$ cat src/rtl/router_pkg.sv
// Shared router definitions: port indices, one-hot priority constants and scheduler state.
// Used by the output scheduler, the input buffers and the crossbar.
package router_pkg;
  localparam int NUM_REQ = 4;
  localparam int IDX_W   = 2;

  localparam logic [IDX_W-1:0] PORT0 = 2'd0;
  localparam logic [IDX_W-1:0] PORT1 = 2'd1;
  localparam logic [IDX_W-1:0] PORT2 = 2'd2;
  localparam logic [IDX_W-1:0] PORT3 = 2'd3;

  localparam logic [NUM_REQ-1:0] P0 = 4'b0001;
  localparam logic [NUM_REQ-1:0] P1 = 4'b0010;
  localparam logic [NUM_REQ-1:0] P2 = 4'b0100;
  localparam logic [NUM_REQ-1:0] P3 = 4'b1000;

  typedef enum logic [1:0] {
    IDLE   = 2'b00,
    LOCKED = 2'b01
  } sched_state_t;

  function automatic logic onehot4(input logic [NUM_REQ-1:0] v);
    return (v != '0) && ((v & (v - 4'd1)) == '0);
  endfunction

  // Priority moves to the requester just after the winner (3 wraps to 0).
  function automatic logic [NUM_REQ-1:0] rotl1(input logic [NUM_REQ-1:0] v);
    return {v[NUM_REQ-2:0], v[NUM_REQ-1]};
  endfunction
endpackage

$ cat src/rtl/output_port_scheduler_rr_pick.sv
// Combinational 4-way rotating-priority picker: first set req bit at or above the
// one-hot prio position, wrapping 3->0. Also usable by the switch allocator.
module rr_pick
  import router_pkg::*;
(
  input  logic [NUM_REQ-1:0] req,
  input  logic [NUM_REQ-1:0] prio,
  output logic [NUM_REQ-1:0] gnt,
  output logic [IDX_W-1:0]   idx,
  output logic               any
);
  logic [IDX_W-1:0] start;
  logic [IDX_W-1:0] pos;
  logic             found;

  always_comb begin
    start = '0;
    for (int i = 0; i < NUM_REQ; i++)
      if (prio[i]) start = IDX_W'(i);
  end

  // 2-bit index arithmetic wraps naturally, giving the 3->0 scan order.
  always_comb begin
    gnt   = '0;
    idx   = '0;
    pos   = '0;
    found = 1'b0;
    any   = |req;
    for (int k = 0; k < NUM_REQ; k++) begin
      pos = start + IDX_W'(k);
      if (!found && req[pos]) begin
        gnt[pos] = 1'b1;
        idx      = pos;
        found    = 1'b1;
      end
    end
  end
endmodule

$ cat src/rtl/output_port_scheduler.sv
// Per-output-port wormhole scheduler: round-robin packet grant among 4 input buffers,
// gated by a downstream credit counter.
module output_port_scheduler
  import router_pkg::*;
#(
  parameter int CREDITS = 4,
  parameter int CNT_W   = 3
) (
  input  logic               clk,
  input  logic               rst,
  input  logic [3:0]         req,
  input  logic [3:0]         flit_tail,
  input  logic               credit_in,
  output logic [3:0]         grant,
  output logic [1:0]         grant_id,
  output logic               xfer,
  output logic               busy,
  output logic [CNT_W-1:0]   credit_cnt,
  output logic               credit_err
);
  localparam logic [CNT_W-1:0] CRED_MAX = CNT_W'(CREDITS);

  sched_state_t       state, state_nxt;
  logic [NUM_REQ-1:0] prio, prio_nxt, prio_safe;
  logic [IDX_W-1:0]   owner, owner_nxt;
  logic [NUM_REQ-1:0] pick_gnt;
  logic [IDX_W-1:0]   pick_idx;
  logic               pick_any;
  logic               can_send;

  assign can_send  = (credit_cnt != '0);
  assign prio_safe = onehot4(prio) ? prio : P0;

  rr_pick u_pick (
    .req  (req),
    .prio (prio_safe),
    .gnt  (pick_gnt),
    .idx  (pick_idx),
    .any  (pick_any)
  );

  always_ff @(posedge clk or negedge rst) begin
    if (!rst) begin
      state <= IDLE;
      prio  <= P0;
      owner <= PORT0;
    end else begin
      state <= state_nxt;
      prio  <= prio_nxt;
      owner <= owner_nxt;
    end
  end

  always_comb begin
    state_nxt = state;
    prio_nxt  = prio_safe;
    owner_nxt = owner;
    case (state)
      IDLE: begin
        if (xfer) begin
          prio_nxt = rotl1(grant);
          if (!flit_tail[grant_id]) begin
            state_nxt = LOCKED;
            owner_nxt = grant_id;
          end
        end
      end
      LOCKED: begin
        if (xfer && flit_tail[owner]) state_nxt = IDLE;
      end
      default: state_nxt = IDLE;
    endcase
  end

  // Outputs are held low for the whole time reset is asserted, not just after an edge.
  always_comb begin
    grant    = '0;
    grant_id = '0;
    busy     = 1'b0;
    if (rst) begin
      case (state)
        IDLE: begin
          if (pick_any && can_send) begin
            grant    = pick_gnt;
            grant_id = pick_idx;
          end
        end
        LOCKED: begin
          busy = 1'b1;
          if (req[owner] && can_send) begin
            grant    = NUM_REQ'(1) << owner;
            grant_id = owner;
          end
        end
        default: ;
      endcase
    end
  end

  assign xfer = |grant;

  always_ff @(posedge clk or negedge rst) begin
    if (!rst) begin
      credit_cnt <= CRED_MAX;
      credit_err <= 1'b0;
    end else begin
      case ({xfer, credit_in})
        2'b10: credit_cnt <= credit_cnt - 1'b1;
        2'b01: begin
          if (credit_cnt == CRED_MAX) credit_err <= 1'b1;
          else                        credit_cnt <= credit_cnt + 1'b1;
        end
        default: ;
      endcase
    end
  end
endmodule

$ cat config.mk
export PLATFORM = sky130hd
export DESIGN_NAME = output_port_scheduler
export DESIGN_NICKNAME = d
export VERILOG_FILES = /design/src/rtl/router_pkg.sv /design/src/rtl/output_port_scheduler_rr_pick.sv /design/src/rtl/output_port_scheduler.sv
export SDC_FILE = /design/constraint.sdc
export NUM_CORES = 1
export LEC_CHECK = 0
export BUFFER_PORTS_ARGS = -buffer_cell sky130_fd_sc_hd__buf_2
export CAP_MARGIN = 20
export CORE_UTILIZATION = 50
export CTS_BUF_LIST = sky130_fd_sc_hd__clkbuf_8
export CTS_CLUSTER_DIAMETER = 60
export DETAILED_ROUTE_END_ITERATION = 16
export PLACE_DENSITY = 0.72
export RECOVER_POWER = 25
export SLEW_MARGIN = 40
export SYNTH_ARGS = -nofsm -noshare
export SYNTH_HDL_FRONTEND = slang
export SYNTH_SLANG_ARGS = --single-unit
export TNS_END_PERCENT = 50
$ cat constraint.sdc
create_clock -name clk -period 3.36 [get_ports clk]
set_input_delay 0.672 -clock clk [delete_from_list [all_inputs] [get_ports clk]]
set_output_delay 0.672 -clock clk [all_outputs]
set_load 0.005 [all_outputs]
==> results by group <==
Place
  • Placed wire-length estimate: around 3800 µm
  • Port-buffer cells: 22
  • Routability congestion estimate: 1.01
  • Pre-CTS setup slack: -183 ps
  • Instance area at placement: roughly 2000 µm²

Synth
  • Cell area after synthesis: approximately 1600 µm²
  • Synth cell types: 77
  • Gate Count Post-Synth: around 190
  • Fraction of registers with async set/reset: 100%
  • Sequential area share after synthesis: 17.0%
  • Synthesized area per cell: ~8.4 µm²
  • EDFF count, synth: 0
  • Synth Flop Type: dfrtp_1
  • Synth Net Count: about 210
  • #FFs+latches synth: 11
  • Synth warn: 0

GRT
  • Largest net degree at the start of global routing: 15
  • First-pass GRT wire length: 8050 µm
  • Vias in the first global route: approximately 1800
  • Antenna violations before repair: 0
  • Total grt overflow: 0
  • All-Layer GR Usage: 30.5%

CTS
  • H-tree depth reported by CTS: 1
  • CTS tree: yes
  • Max clock buf depth: 2
  • Clock Root Buffer: clkbuf_8
  • Clk pin slew, worst setup/hold paths: approximately 60 ps
  • Clock sinks: 11
  • Num CTS Buffers: 3
  • Clk_lat worst skew: 240 ps

Critical path
  • CP endpoint kind: output port
  • CP Launch Type: register
  • CP max stage cell: dfrtp_2
  • Top delay family on crit path: simple AND/OR/NAND/NOR gates
  • Worst path max stage delay: roughly 420 ps
  • CP required: 2690 ps
  • Crit-path cells: buf_12, xor2_4, nand2_2, ha_4, nand2b_4, a2bb2oi_4, or2_4, buf_6, or4_4, a32oi_2, o21ai_2, inv_2, buf_2
  • Arrival time at the worst endpoint: 2840 ps
  • Critical path class: reg2out
  • Crit-path max FO: 5
  • Crit path buf inv count: 4

Die
  • Die X: ~59 µm
  • Number of I/O pins: 23
  • Site row count: 20
  • Core Area: just over 3000 µm²
  • Initial Util: ~53%
  • Die Ht: 59.2 µm
  • Die ar.: between 3000 and 4000 µm²

STA
  • Worst Tran Pin Value: 591 ps
  • Final setup fails: 10
  • Fmax: 285 MHz
  • Period Utilization, post-route: 105%
  • Setup ws final: -153 ps
  • Unrepaired setup endpoints after global routing: yes
  • Final-report hold violation count: 0
  • Slew headroom: 60.6%
  • Max Slew Vio Count: 0
  • Hold Slack: 258 ps
  • Final worst path period need: 3510 ps
  • Clock Skews: roughly 11 ps

Worst hold path
  • Min-Delay Path Class: in2async

Layout
  • # diodes: 0
  • Most common cell after layout, fill and taps aside: buf_4
  • Layout cells sized above 1: about half
  • Final nets: 282
  • Area Growth Syn to Fin: 45.8%
  • Fin util: just under 80%
  • Commonest non-fill, non-tap cells in the layout: 46 x buf_4, 19 x buf_2, 16 x nand2_1, 14 x inv_1, 11 x o21ai_0
  • Final instance area: roughly 2400 µm²

Power and ir drop
  • Worst VDD drop: roughly 0.0006 V
  • Pleak: about 1.1 nW
  • Power Dens Cells: just over 900 nW/µm²

Drt
  • Avg WL per Cell: about 17 µm
  • Metal3 WL: 369 µm
  • Post-Route WL: around 5400 µm
  • Vias/cell: 6.05
  • Max Used Layer: met4
  • Antenna Nets Post-Route: 0
  • First DRT Iteration DRCs: ~150
  • Routed wl met2: about 2700 µm
  • Via count: between 1500 and 2000
  • First-pass iteration count of the detailed router: 5
  • DRC viols: 0
  • WL met1: 2250 µm

Flow run
  • Max Cap Viol: 0

Status
  • Status: complete, but fails checks
  • Violated checks: setup timing
per-layer routing:
layer / GRT usage [%] / vias to the layer above
li1: - / 871
met1: 40.7 / 886
met2: 52.3 / 94
met3: 4.80 / 6
met4: 5.44 / 0
met5: 0 / -
state kept, by name (all words and copies together) (netlist names):
register / flops
owner: 2
state: 1
credit_err: 1
prio: 4
credit_cnt: 3
power by group:
group | switching, mW | internal [mW] | total [mW]
Sequential | 0.0953 | 0.197 | 0.292
Combinational | 0.882 | 0.878 | 1.76
Clock | 0.0536 | 0.0803 | 0.134
Total | 1.03 | 1.16 | 2.19
through the flow:
stage	setup TNS [ps]	total power, mW	instances
6_report	-802	2.19	307
5_1_grt	-1680	2.31	307
4_1_cts	-483	1.97	301
3_5_place_dp	-412	1.69	285
3_3_place_gp	-142	1.65	285
2_1_floorplan	-462	1.20	194
worst reg2reg max path, delay by kind of cell (launching register included):
family | cells | cell delay [ps]
muxes | 1 | 320
and+or+nand+nor | 4 | 930
buffers and inverters | 5 | 670
DFF | 1 | 420
adders and majority gates | 1 | 310
xor gates and xnor gates | 1 | 160
AOI/OAI and AO/OA | 4 | 590
synth_stat cells, drive strengths merged, types with 3 or more instances:
library cell	n	share of area, %
nor3b	4	1.8
nand3b	6	2.7
nand4	5	2.8
nor3	3	0.92
o21ai	19	6.0
o41ai	3	3.2
clkbuf	4	0.92
buf	7	3.4
inv	18	4.1
o21a	3	1.4
nand2	19	4.4
mux2i	3	1.8
dfrtp	9	14
mux2	4	3.0
ha	6	4.6
or4	3	1.4
a21oi	8	2.4
nor2	13	4.6
a211oi	3	2.0
nand3	4	1.2
final timing paths:
path,from,endpoint,slack (ps),cells after the start
setup / recovery,prio[2]$_DFF_PN0_,grant_id[0],-150,13
hold reg to reg,credit_err$_DFFE_PN0P_,credit_err$_DFFE_PN0P_,460,2
setup reg to reg,prio[2]$_DFF_PN0_,owner[1]$_DFFE_PN0P_,-130,16
max in group asynchronous,rst,prio[2]$_DFF_PN0_,2260,2
min in group clk,credit_err$_DFFE_PN0P_,credit_err$_DFFE_PN0P_,460,2
hold / removal,rst,owner[0]$_DFFE_PN0P_,260,1
area by class of cell:
cell class | instances | area, µm²
Clock inverter | 1 | 3.75
Timing Repair Buffer | 76 | 558
Clock buffer | 3 | 41.3
Sequential cell | 11 | 282
Tap cell | 44 | 55.1
Inverter | 18 | 70.1
Multi-Input combinational cell | 154 | 1380
Fill cell | 230 | 691
cells by family after synthesis:
logic type,count (synthesis),share of synthesized area (%)
compound gates,66,32.1
xor+xnor,3,3.90
fa+ha+maj,7,5.81
buf+inv,29,8.40
flops,11,17.0
mux,8,6.19
simple gates,70,26.7
what timing repair did:
action                                  in CTS  in global routing
hold buffers                                 0                  0
setup buffers                               12                  8
gates resized for setup                     15                 26
endpoints found under the setup margin      11                 14
pin swaps                                    9                 11
Note: power is estimated with default switching activity, not from simulation.
